`src/rtl/fp_narrow_convert.sv`:
```
// fp_narrow_convert: IEEE-754 narrowing converter (default binary64 -> binary32) with four rounding modes.
// Build option DST_SUBNORMAL_EN: produce destination subnormals; when undefined, tiny results flush to signed zero.
module fp_narrow_convert #(
  parameter int SRC_EXP = 11,
  parameter int SRC_MAN = 52,
  parameter int DST_EXP = 8,
  parameter int DST_MAN = 23
) (
  input  logic                     clk,
  input  logic                     reset,
  input  logic                     in_valid,
  output logic                     in_ready,
  input  logic [SRC_EXP+SRC_MAN:0] in_data,
  input  logic [1:0]               rounding,
  output logic                     out_valid,
  input  logic                     out_ready,
  output logic [DST_EXP+DST_MAN:0] out_data,
  output logic                     overflow,
  output logic                     underflow,
  output logic                     inexact,
  output logic                     invalid
);
  localparam int DW        = 1 + DST_EXP + DST_MAN;
  localparam int EW        = SRC_EXP + 1;
  localparam int SIG_W     = SRC_MAN + 1;
  localparam int G_IDX     = SRC_MAN - DST_MAN - 1;
  localparam int BIAS_DIFF = (2**(SRC_EXP-1) - 1) - (2**(DST_EXP-1) - 1);
  localparam int E_MAX     = 2**DST_EXP - 1;
  localparam int SH_MAX    = DST_MAN + 2;
  localparam int SH_W      = $clog2(SH_MAX + 1);

  typedef enum logic [1:0] {IDLE, CLASSIFY, ROUND, HOLD} state_t;
  state_t state_reg, state_next;

  always_ff @(posedge clk or negedge reset) begin
    if (!reset) state_reg <= IDLE;
    else        state_reg <= state_next;
  end

  always_comb begin
    state_next = state_reg;
    in_ready   = 1'b0;
    out_valid  = 1'b0;
    case (state_reg)
      IDLE: begin
        in_ready = 1'b1;
        if (in_valid) state_next = CLASSIFY;
      end
      CLASSIFY: state_next = ROUND;
      ROUND:    state_next = HOLD;
      HOLD: begin
        out_valid = 1'b1;
        if (out_ready) state_next = IDLE;
      end
      default: state_next = IDLE;
    endcase
  end

  logic               sign_reg;
  logic [SRC_EXP-1:0] exp_reg;
  logic [SRC_MAN-1:0] man_reg;
  logic [1:0]         rm_reg;

  always_ff @(posedge clk or negedge reset) begin
    if (!reset) begin
      sign_reg <= 1'b0;
      exp_reg  <= '0;
      man_reg  <= '0;
      rm_reg   <= 2'b00;
    end else if (state_reg == IDLE && in_valid) begin
      {sign_reg, exp_reg, man_reg} <= in_data;
      rm_reg <= rounding;
    end
  end

  // Classification and alignment of the captured operand
  logic                 exp_ones, exp_zero, man_zero;
  logic [SRC_EXP-1:0]   exp_eff;
  logic signed [EW-1:0] e_cls;
  logic                 tiny_cls, flush_cls, lost_bits;
  logic [SIG_W-1:0]     sig_full, sig_shift;
  logic [SH_W-1:0]      sh_amt;
  logic [DW-1:0]        special_data;
  logic                 special_cls, invalid_cls;

  assign exp_ones = &exp_reg;
  assign exp_zero = ~|exp_reg;
  assign man_zero = ~|man_reg;
  // Source subnormals share the minimum exponent of normals, just without the hidden bit.
  assign exp_eff  = exp_zero ? SRC_EXP'(1) : exp_reg;
  assign e_cls    = $signed({1'b0, exp_eff}) - $signed(EW'(BIAS_DIFF));
  assign tiny_cls = e_cls[EW-1] | (e_cls == '0);
  assign sig_full = {~exp_zero, man_reg};

`ifdef DST_SUBNORMAL_EN
  logic [EW-1:0] sh_wide;
  assign sh_wide   = EW'(1) - $unsigned(e_cls);
  assign sh_amt    = !tiny_cls ? '0 :
                     (sh_wide > EW'(SH_MAX)) ? SH_W'(SH_MAX) : sh_wide[SH_W-1:0];
  assign flush_cls = 1'b0;
`else
  assign sh_amt    = '0;
  assign flush_cls = tiny_cls;
`endif

  assign sig_shift = sig_full >> sh_amt;
  assign lost_bits = |(sig_full & ~({SIG_W{1'b1}} << sh_amt));

  always_comb begin
    special_data = '0;
    special_cls  = 1'b0;
    invalid_cls  = 1'b0;
    if (exp_zero && man_zero) begin
      special_cls  = 1'b1;
      special_data = {sign_reg, {(DW-1){1'b0}}};
    end else if (exp_ones) begin
      special_cls = 1'b1;
      if (man_zero) begin
        special_data = {sign_reg, {DST_EXP{1'b1}}, {DST_MAN{1'b0}}};
      end else begin
        special_data = {sign_reg, {DST_EXP{1'b1}}, 1'b1, man_reg[SRC_MAN-2 -: DST_MAN-1]};
        invalid_cls  = ~man_reg[SRC_MAN-1];
      end
    end
  end

  logic                 special_reg, invalid_cls_reg, flush_reg, tiny_reg;
  logic [DW-1:0]        special_data_reg;
  logic signed [EW-1:0] e_reg;
  logic [DST_MAN-1:0]   kept_reg;
  logic                 guard_reg, sticky_reg;

  always_ff @(posedge clk or negedge reset) begin
    if (!reset) begin
      special_reg      <= 1'b0;
      invalid_cls_reg  <= 1'b0;
      flush_reg        <= 1'b0;
      tiny_reg         <= 1'b0;
      special_data_reg <= '0;
      e_reg            <= '0;
      kept_reg         <= '0;
      guard_reg        <= 1'b0;
      sticky_reg       <= 1'b0;
    end else if (state_reg == CLASSIFY) begin
      special_reg      <= special_cls;
      invalid_cls_reg  <= invalid_cls;
      flush_reg        <= flush_cls;
      tiny_reg         <= tiny_cls;
      special_data_reg <= special_data;
      e_reg            <= e_cls;
      kept_reg         <= sig_shift[SRC_MAN-1 -: DST_MAN];
      guard_reg        <= sig_shift[G_IDX];
      sticky_reg       <= (|sig_shift[G_IDX-1:0]) | lost_bits;
    end
  end

  // Rounding, overflow saturation and result assembly
  logic                 round_inc, carry, rnd_inexact, ovf, to_inf;
  logic [DST_MAN-1:0]   man_sum;
  logic signed [EW-1:0] exp_post;
  logic [DW-1:0]        res_data;
  logic                 res_ovf, res_unf, res_inx, res_inv;

  always_comb begin
    rnd_inexact = guard_reg | sticky_reg;
    case (rm_reg)
      2'b01:   round_inc = ~sign_reg & rnd_inexact;
      2'b10:   round_inc = sign_reg & rnd_inexact;
      2'b11:   round_inc = guard_reg & (sticky_reg | kept_reg[0]);
      default: round_inc = 1'b0;
    endcase
    {carry, man_sum} = {1'b0, kept_reg} + (DST_MAN+1)'(round_inc);
    // A tiny result lives at exponent field 0; a carry lifts it to the smallest normal.
    exp_post = (tiny_reg ? '0 : e_reg) + $signed(EW'(carry));
    ovf      = !tiny_reg && (exp_post >= $signed(EW'(E_MAX)));
    to_inf   = (rm_reg == 2'b11) || (rm_reg == 2'b01 && !sign_reg) || (rm_reg == 2'b10 && sign_reg);

    res_data = {sign_reg, exp_post[DST_EXP-1:0], man_sum};
    res_ovf  = 1'b0;
    res_unf  = tiny_reg & rnd_inexact;
    res_inx  = rnd_inexact;
    res_inv  = 1'b0;
    if (special_reg) begin
      res_data = special_data_reg;
      res_unf  = 1'b0;
      res_inx  = 1'b0;
      res_inv  = invalid_cls_reg;
    end else if (flush_reg) begin
      res_data = {sign_reg, {(DW-1){1'b0}}};
      res_unf  = 1'b1;
      res_inx  = 1'b1;
    end else if (ovf) begin
      res_inx = 1'b1;
      res_unf = 1'b0;
      if (to_inf) begin
        res_data = {sign_reg, {DST_EXP{1'b1}}, {DST_MAN{1'b0}}};
        res_ovf  = 1'b1;
      end else begin
        res_data = {sign_reg, DST_EXP'(E_MAX - 1), {DST_MAN{1'b1}}};
      end
    end
  end

  always_ff @(posedge clk or negedge reset) begin
    if (!reset) begin
      out_data  <= '0;
      overflow  <= 1'b0;
      underflow <= 1'b0;
      inexact   <= 1'b0;
      invalid   <= 1'b0;
    end else if (state_reg == ROUND) begin
      out_data  <= res_data;
      overflow  <= res_ovf;
      underflow <= res_unf;
      inexact   <= res_inx;
      invalid   <= res_inv;
    end
  end
endmodule
```
`config.mk`:
```
export PLATFORM = sky130hd
export DESIGN_NAME = fp_narrow_convert
export DESIGN_NICKNAME = d
export VERILOG_FILES = /design/src/rtl/fp_narrow_convert.sv
export SDC_FILE = /design/constraint.sdc
export NUM_CORES = 1
export LEC_CHECK = 0
export BUFFER_PORTS_ARGS = -buffer_cell sky130_fd_sc_hd__buf_2
export CORE_MARGIN = 2
export CORE_UTILIZATION = 51
export CTS_CLUSTER_SIZE = 20
export DETAILED_ROUTE_END_ITERATION = 10
export PLACE_DENSITY = 0.83
export SLEW_MARGIN = 5
export SYNTH_ARGS = -nofsm -noshare
export SYNTH_HDL_FRONTEND = slang
export SYNTH_SLANG_ARGS = --single-unit
```
`constraint.sdc`:
```
create_clock -name clk -period 4.4 [get_ports clk]
set_input_delay 0 -clock clk [delete_from_list [all_inputs] [get_ports clk]]
set_output_delay 0 -clock clk [all_outputs]
set_load 0.05 [all_outputs]
```
==> results of run 1 <==
==> worst min path at each step <==
stage / endpoint / cells after the start / startpoint
6_report: state_reg[1] / 5 / in_valid
5_1_grt: state_reg[1] / 5 / in_valid
4_1_cts: state_reg[1] / 5 / in_valid
2_1_floorplan: e_reg[0] / 0 / reset
3_3_place_gp: man_reg[4] / 1 / reset
3_5_place_dp: man_reg[4] / 1 / reset
==> metrics by stage <==
stage	worst slack, ns	std cells	area [sq um]	total power, mW
final	0.219	1037	9680	7.48
after global routing	0.000838	1037	9680	7.89
after CTS	0.203	1037	9670	7.45
after detailed placement	0.290	937	8360	5.76
after global placement	0.416	937	8360	5.65
after floorplan	0.633	673	7660	5.00
==> logic make-up after synthesis <==
group	Yosys count	synth area share (%)
compound gates	122	10.4
xor+xnor	32	3.66
fa+ha+maj	12	1.96
buf+inv	58	3.25
flops	169	55.2
mux	97	14.2
simple gates	183	11.3
==> where the power goes <==
group	internal [mW]	switching, mW	total [mW]
clock network	0.970	0.640	1.61
registers	2.24	0.663	2.90
logic	1.19	1.78	2.97
==> worst register-to-register path, stage by stage (launching register included) <==
cell and delay [ns]:
dfrtp_1 0.38, inv_1 0.08, ha_1 0.20, xnor2_1 0.13, o211ai_1 0.10, a21oi_1 0.14
ha_1 0.24, nand4_1 0.14, nor2_1 0.21, nand3_1 0.11, nor2_1 0.12, ha_1 0.23
nand2_1 0.16, or3_1 0.36, a2111o_1 0.47, a311oi_4 0.39, a21o_1 0.16, buf_4 0.28
o21ai_0 0.16
==> layout make-up <==
cell class,count,area share (%)
clock buffers,18,4.54
clock inverters,14,2.00
inverters,21,0.814
multi-input cells,446,33.2
flip-flops and latches,169,43.7
well taps,184,2.38
repair buffers,185,13.4
==> layer usage <==
metal	part of all wire (%)	track usage [%]	vias up
li1	-	-	2733
met5	0	0	-
met4	1.6	7.24	0
met2	50	40.9	207
met1	42	30.7	2957
met3	6.3	6.58	36
==> placed cells by master (no fill, tap or decap), types with 6 or more instances in the layout <==
cell and count:
nand4_1 12, dlygate4sd3_1 68, ha_1 9, buf_2 106, nor2_1 38, dfrtp_1 169
clkbuf_16 17, o21ai_0 57, nand2_1 65, xor2_1 16, xnor2_1 16, nor3_1 7
nand3_1 17, nor4_1 23, buf_4 10, inv_1 21, mux2_2 93, o21ai_2 7
a21oi_1 14, a22o_1 22, nor2b_1 6
==> what timing repair did <==
action                     CTS  global route
setup endpoints to repair    0            19
hold endpoints to repair   159             0
resized for setup            0             2
hold buffers                68             0
==> summary.txt, run 1 <==
Run status
  – Outcome: finished clean

Layout
  – Fill cell count: 1065
  – Post-layout util: 66.4%
  – Final Net Count: 922
  – Area occupied by registers: 4230 sq um
  – Antenna cells: 0
  – Max FFs per register: 52
  – Layout cells sized above 1: 30.5%
  – Multi-input gate area: ~3200 sq um
  – P&R area growth vs syn: 26.4%

Synth
  – Most frequent cells after synthesis: dfrtp_1, mux2_2, nand2_1
  – Post-Synthesis Cells: 673
  – Count leader, synth: dfrtp_1
  – Yosys top cell by area: dfrtp_1
  – Post-synth cell types: 47
  – Syn avg cell area: 11.4 sq um
  – Post-Syn Area: 7660 sq um
  – Top cell type's share of synthesized area: 55.2%
  – Share of async-settable or async-resettable flops after synthesis: 100%
  – Ys flop type: dfrtp_1
  – EDFF count, synth: 0
  – Post-Syn Nets: 755
  – Warnings from Yosys: 0
  – Synth area leaders: dfrtp_1, mux2_2, o21ai_0, nand2_1, a22o_1
  – Sequential share of the synthesized area: 55.2%
  – Seq cells post-synth: 169

Die
  – Rows: 44
  – I/O pin count: 108
  – Die Area: 16000 sq um
  – Die width: approximately 130 um
  – Initial core utilization: 52.5%
  – Core area: around 15000 sq um
  – Die Y: 127 um

Placed design
  – Post-detail-place hpwl: 11.6 mm
  – Gp weighted congestion: 0.813
  – Port bufs: 107

Worst setup path
  – Worst setup EP type: flop
  – WP depth: 18
  – Critical path endpoint: out_data[7]
  – CP Launch Type: flop
  – Worst reg-to-reg path cell count: 18
  – Crit-path max FO: 21
  – Most used cell, CP: ha_1
  – Crit-path cells: inv_1 > ha_1 > xnor2_1 > o211ai_1 > a21oi_1 > ha_1 > nand4_1 > nor2_1 > nand3_1 > nor2_1 > ha_1 > nand2_1 > or3_1 > a2111o_1 > a311oi_4 > a21o_1 > buf_4 > o21ai_0
  – Worst Path Arrival: around 4.5 ns
  – Slowest stage delay, CP: 0.47 ns
  – Worst setup startpoint: rm_reg[0]
  – Critical R2R Launch: rm_reg[0]
  – Critical path buffers and inverters: 2
  – Flop-to-flop setup slack: between 0.2 and 0.25 ns
  – Critical path class: flop to flop
  – Family with the most delay on the worst path: compound AO/OA/AOI/OAI gates
  – Critical Path RT: 4.70 ns
  – Crit path max-delay cell type: a2111o_1
  – Reg-to-reg endpoint: out_data[7]

Clock network
  – CTS sink cnt: 169
  – Root buffer cell: clkbuf_16
  – Worst-skew pair later-pin latency: 0.43 ns
  – Number of H-tree levels: 4
  – CTS tree: yes
  – Longest Clk Path Bufs: 2
  – TritonCTS buffer count: 17
  – Clk slew on worst S/H paths: 0.07 ns
  – Setup bufs post-CTS: 0

STA
  – Max Freq: 239 MHz
  – Slew headroom: approximately 28%
  – Worst-Margin Slew: 1.08 ns
  – Final hold vios: 0
  – Fin Hold WS: 0.0161 ns
  – Fin. max-slew vios: 0
  – Skew final: 0.00874 ns
  – Total negative setup slack: 0 ns
  – Min Tclk post-route: around 4.2 ns
  – Tcrit/Tclk final: 95.0%
  – Setup-failing EPs final: 0
  – Unrepaired setup endpoints after global routing: no

Drt
  – WL per Instance: 18.0 um
  – Antenna viol nets, final: 0
  – Routed vias: 5933
  – Routed wire length: 18.6 mm
  – Drt pass-1 iters: 4
  – Vias per std cell: 5.72
  – Drt drc: 0
  – Initial drt markers: 445

Global routing
  – First-pass GRT wire length: 30.5 mm
  – Total gr overflow: 0
  – Initial antenna violation count: 0
  – Largest net degree at the start of global routing: 95
  – GRT Total Usage: 24.2%
  – Number of global-route vias before repair: between 6000 and 7000

Run
  – Max-cap viol count: 0

Power and ir drop
  – Power Dens Cells: 773 nW/um^2
  – Worst IR Drop VDD: ~0.00045 V
  – Leakage power: 4.29 nW

Min path
  – Hold WC Path Type: primary input to flop
Note: power is estimated with default switching activity, not from simulation.
==> run 2: changes to the inputs <==
Settings changed: CORE_MARGIN 2 to 5, CORE_UTILIZATION 51 to 57, PLACE_DENSITY 0.83 to 0.9, RECOVER_POWER from default to 100.
==> run 2 against run 1 <==
  * Highest routed layer unchanged
  * Hold slack better by 0.31 ns
  * Cell count is 0.77% lower
  * Flip-flop and latch count stayed put
  * Global-route usage is 1.8 points higher
  * The flow now finishes with violations (max-capacitance violations, max-slew violations)
  * Critical endpoint is now out_data[15]
  * Critical path type unchanged
==> summary.txt, run 2 (synthesized netlist as in run 1, its figures left out) <==
Layout
  – Most frequent cells in the layout: dfrtp_1, mux2_2, dlygate4sd3_1, buf_2, nand2_1
  – P&R area growth vs syn: 25.6%
  – Layout cells sized above 1: 24.9%
  – Max FFs per register: 52
  – Finished Layout Cells: 1029
  – Final Net Count: 924
  – Post-layout util: 73.0%
  – Post-route cell area: 9630 sq um
  – Leading cell type in the layout, fill and taps excluded: dfrtp_1

Global routing
  – GR peak layer: met2
  – First-pass GRT wire length: between 30 and 40 mm
  – Initial antenna violation count: 0
  – GRT Total Usage: 26.0%
  – Largest net degree at the start of global routing: 76
  – Met1 usage: 32.8%
  – Total gr overflow: 0
  – Number of global-route vias before repair: between 6000 and 7000
  – GRT met2 Usage: 43.0%
  – Met3 usage: slightly below 7%

Worst setup path
  – Most used cell, CP: ha_1
  – Slowest stage delay, CP: 0.49 ns
  – Critical path class: flop to flop
  – Crit-path cells: inv_1 > ha_1 > xnor2_1 > o211ai_1 > a21oi_1 > ha_2 > nand4_1 > nor2_2 > nand3_1 > nor2_1 > ha_1 > nand2_1 > or3_1 > a2111o_1 > a311oi_4 > buf_4 > a21o_4 > o21ai_0
  – Crit-path max FO: 10
  – CP Launch Type: flop
  – Worst Path Arrival: 4.59 ns
  – Critical Path RT: around 4.7 ns
  – Crit path max-delay cell type: a2111o_1
  – Worst setup EP type: flop

Placed design
  – Port bufs: 107
  – Place WS: -0.0166 ns
  – Post-detail-place hpwl: 11.8 mm
  – Gp weighted congestion: 0.906
  – Placed cell count: 928
  – Area after DPL: 8340 sq um

STA
  – PnR worst setup slack: between 0.1 and 0.15 ns
  – Worst-Margin Slew: approximately 3.2 ns
  – Slew headroom: -116%
  – Fin. max-slew vios: 76
  – Fin Hold WS: 0.325 ns
  – Skew final: 0.0111 ns
  – Setup-failing EPs final: 0
  – Max Freq: 233 MHz
  – Total negative setup slack: 0 ns
  – Tcrit/Tclk final: a little over nine tenths
  – Min Tclk post-route: 4.29 ns
  – Final hold vios: 0

Drt
  – Drt drc: 0
  – Routed wire length: 20.2 mm
  – Drt pass-1 iters: 5
  – Antenna viol nets, final: 0
  – WL per Instance: between 15 and 20 um
  – Routed vias: around 6000
  – Initial drt markers: 470
  – Vias per std cell: a little under 6

Run status
  – Failing checks: max-capacitance violations, max-slew violations
  – Outcome: finished, violations left

Power and ir drop
  – Sequential fraction of design power: slightly below 40%
  – Power Dens Cells: 776 nW/um^2
  – Part of the power in the clock network: 20.1%
  – Leakage power: 4.17 nW
  – Net switching power: 3.15 mW
  – Pwr Total: 7.47 mW
  – Int Pwr: 4.32 mW
  – Combinational fraction of design power: roughly 41%
  – Switching Fraction: 42.2%
  – Worst IR Drop VDD: 0.000394 V

Clock network
  – Longest Clk Path Bufs: 2
  – Root buffer cell: clkbuf_16
  – Worst-skew pair later-pin latency: roughly 0.43 ns
  – TritonCTS buffer count: 17
  – Clk slew on worst S/H paths: about 0.070 ns
  – CTS sink cnt: 169
  – CTS tree: yes
  – Number of H-tree levels: 4

Min path
  – Hold WC Path Type: primary input to flop

Die
  – Initial core utilization: 58.1%
  – I/O pin count: 108
  – Rows: between 40 and 50
  – Die Y: 126 um
  – Core area: 13200 sq um
  – Die Area: 15900 sq um
  – Die width: 126 um

Run
  – Max-cap viol count: 1
## run 2: power by group through the flow
stage          registers [mW]  logic [mW]  clock network (mW)
2_1_floorplan            3.24        1.76                   0
3_3_place_gp             2.86        2.77                   0
3_5_place_dp             2.89        2.87                   0
4_1_cts                  2.88        2.96                1.51
5_1_grt                  3.01        3.31                1.58
6_report                 2.93        3.03                1.50
## run 2: path summary, 6_finish.rpt
path,start,endpoint,slack (ns),cells past startpoint
max in group asynchronous,reset,man_reg[0],0.85,3
worst max register to register,rm_reg[0],out_data[15],0.11,18
worst min register to register,special_data_reg[22],special_data_reg[22],0.49,1
worst min-delay path,in_data[1],man_reg[1],0.32,3
worst max-delay path,rm_reg[0],out_data[15],0.11,18
min in group asynchronous,reset,special_data_reg[8],1.36,2
## run 2: cell type report
class                           instances  area [sq um]
Antenna cell                            1          2.50
Clock buffer                           22           464
Clock inverter                          7           120
Fill cell                             849          3560
Inverter                               21          78.8
Multi-Input combinational cell        447          3250
Sequential cell                       169          4230
Tap cell                              176           220
Timing Repair Buffer                  186          1260
## run 2: layer usage
metal	vias up	wire length, um	part of all wire, %
li1	2731	-	-
met1	2959	7920	39
met2	291	10100	50
met5	-	0	0
met3	66	1450	7.2
met4	0	678	3.4
## run 2: what timing repair did
action | 4_1_cts | 5_1_grt
gates cloned | 0 | 1
buffers inserted | 0 | 1
hold buffers | 69 | 0
setup endpoints to repair | 14 | 33
pin swaps | 0 | 2
gates resized for setup | 1 | 11
endpoints found under the hold margin | 141 | 0
## run 2: critical path: cells and delay by family (launching register included)
| family | cells | cell delay, ns |
|---|---|---|
| buf+inv | 2 | 0.28 |
| fa+ha+maj | 3 | 0.70 |
| flops | 1 | 0.39 |
| simple gates | 6 | 1.16 |
| compound gates | 6 | 1.48 |
| xor+xnor | 1 | 0.13 |
==> run 3: changes to the inputs <==
Settings changed: PLACE_DENSITY 0.9 to default, PLACE_DENSITY_LB_ADDON from default to 0.2, RECOVER_POWER 100 to 25.
==> run 3 against run 2 <==
  * The flow still finishes with violations (max-capacitance violations, max-slew violations)
  * Die area unchanged
  * Critical path depth grew 1
  * Register-to-register slack better by 0.18 ns
  * Sequential share of layout area about the same
  * Largest power group unchanged
==> summary.txt, run 3 (synthesized netlist as in run 1, its figures left out) <==
Layout
  – Final Net Count: around 900
  – Leading cell type in the layout, fill and taps excluded: dfrtp_1
  – Max FFs per register: 52
  – Most frequent cells in the layout: dfrtp_1, mux2_2, buf_2
  – Post-route cell area: 9620 sq um
  – P&R area growth vs syn: 25.5%
  – Layout cells sized above 1: 28.1%
  – Fill cell count: 899
  – Finished Layout Cells: 1031
  – Antenna cells: 0

STA
  – Skew final: 0.00889 ns
  – Unrepaired setup endpoints after global routing: no
  – Slew headroom: -116%
  – Max Freq: between 200 and 250 MHz
  – PnR worst setup slack: 0.294 ns
  – Min Tclk post-route: 4.11 ns
  – Worst-Margin Slew: 3.24 ns
  – Tcrit/Tclk final: 93.3%
  – Final hold vios: 0
  – Fin. max-slew vios: 76
  – Setup-failing EPs final: 0

Clock network
  – TritonCTS buffer count: 17
  – Root buffer cell: clkbuf_16
  – Longest Clk Path Bufs: 2
  – CTS tree: yes
  – Worst-skew pair later-pin latency: 0.43 ns
  – Clk slew on worst S/H paths: 0.06 ns
  – Number of H-tree levels: 4
  – CTS sink cnt: 169
  – Setup bufs post-CTS: 0

Global routing
  – Total gr overflow: 0
  – First-pass GRT wire length: 31.2 mm
  – Number of global-route vias before repair: 6243
  – Initial antenna violation count: 0
  – Largest net degree at the start of global routing: 76
  – GRT Total Usage: about a quarter

Placed design
  – Port bufs: 107
  – Placed cell count: ~930
  – Area after DPL: 8350 sq um
  – Post-detail-place hpwl: 11.8 mm
  – Place WS: -0.0592 ns
  – Gp weighted congestion: 0.849

Worst setup path
  – Crit-path cells: inv_1 > ha_1 > xnor2_1 > o211ai_1 > a21oi_1 > ha_2 > nand4_1 > nor2_2 > nand3_1 > nor2_1 > ha_1 > ha_2 > inv_1 > or2_2 > o41ai_1 > a311oi_4 > buf_6 > a211o_1 > a211oi_2
  – Worst Path Arrival: 4.45 ns
  – Critical Path RT: about 4.8 ns
  – Crit-path max FO: 7
  – CP Launch Type: flop
  – Crit path max-delay cell type: o41ai_1
  – Slowest stage delay, CP: 0.52 ns
  – Critical path class: flop to flop
  – Worst setup EP type: flop

Die
  – Die Area: 15900 sq um
  – Core area: about 13000 sq um
  – I/O pin count: 108
  – Die width: 126 um
  – Initial core utilization: 58.1%
  – Rows: 42
  – Die Y: 126 um

Drt
  – Routed vias: 5839
  – Drt drc: 0
  – Vias per std cell: approximately 5.7
  – Antenna viol nets, final: 0
  – Initial drt markers: 417
  – Drt pass-1 iters: 5
  – Routed wire length: 18.6 mm
  – WL per Instance: 18.0 um

Power and ir drop
  – Worst IR Drop VDD: a little over 0.0004 V
  – Pwr Total: 7.31 mW
  – Power Dens Cells: 760 nW/um^2
  – Leakage power: 4.20 nW

Run status
  – Outcome: finished, violations left
  – Failing checks: max-capacitance violations, max-slew violations

Run
  – Max-cap viol count: 1

Min path
  – Hold WC Path Type: primary input to flop
==> run 3: final cells by class <==
class	instances	area, sq um	share of cell area (%)
flip-flops and latches	169	4230	44.0
multi-input cells	446	3220	33.4
repair buffers	187	1300	13.5
well taps	176	220	2.29
inverters	21	78.8	0.820
clock inverters	13	120	1.25
clock buffers	19	453	4.71
==> run 3: worst max-delay path: cells and delay by family (launching register included) <==
| kind | cells | cell delay, ns |
|---|---|---|
| AOI/OAI and AO/OA | 6 | 1.46 |
| adders and majority gates | 4 | 0.90 |
| and+or+nand+nor | 5 | 0.83 |
| DFF | 1 | 0.39 |
| buffers and inverters | 3 | 0.31 |
| xor gates and xnor gates | 1 | 0.14 |
==> run 3: through the flow <==
step	setup TNS, ns	util (%)	hold slack [ns]
after floorplan	0	-	-0.296
after global placement	0	63.3	0.0571
after global routing	0	72.9	0.336
after detailed placement	-0.307	63.3	0.0694
after CTS	0	72.9	0.178
final	0	72.9	0.332
==> run 3: path summary, 6_finish.rpt <==
check	startpoint	to	slack, ns	cells after the start
max	rm_reg[0]	out_data[23]	0.29	19
min	in_data[14]	man_reg[14]	0.33	3
max reg2reg	rm_reg[0]	out_data[23]	0.29	19
min reg2reg	special_data_reg[22]	special_data_reg[22]	0.50	1
max in group asynchronous	reset	out_data[0]	1.06	3
min in group asynchronous	reset	kept_reg[18]	1.35	2
==> run 3: timing repair <==
action / 4_1_cts / 5_1_grt
pin swaps: 0 / 1
cloned: 0 / 0
hold endpoints to repair: 141 / 0
resized for setup: 1 / 7
endpoints found under the setup margin: 14 / 30
hold buffers: 70 / 0
==> run 3: report_power, final <==
| part | internal [mW] | switching [mW] | total [mW] |
|---|---|---|---|
| logic | 1.19 | 1.79 | 2.98 |
| registers | 2.24 | 0.651 | 2.89 |
| clock network | 0.812 | 0.625 | 1.44 |
==> run 3: metal layers <==
| metal | GRT usage, % | wire length (um) | vias up | part of all wire [%] |
|---|---|---|---|---|
| li1 | - | - | 2736 | - |
| met1 | 30.0 | 7730 | 2872 | 42 |
| met2 | 42.4 | 9360 | 190 | 50 |
| met3 | 5.76 | 995 | 41 | 5.4 |
| met4 | 9.84 | 473 | 0 | 2.5 |
| met5 | 0 | 0 | - | 0 |
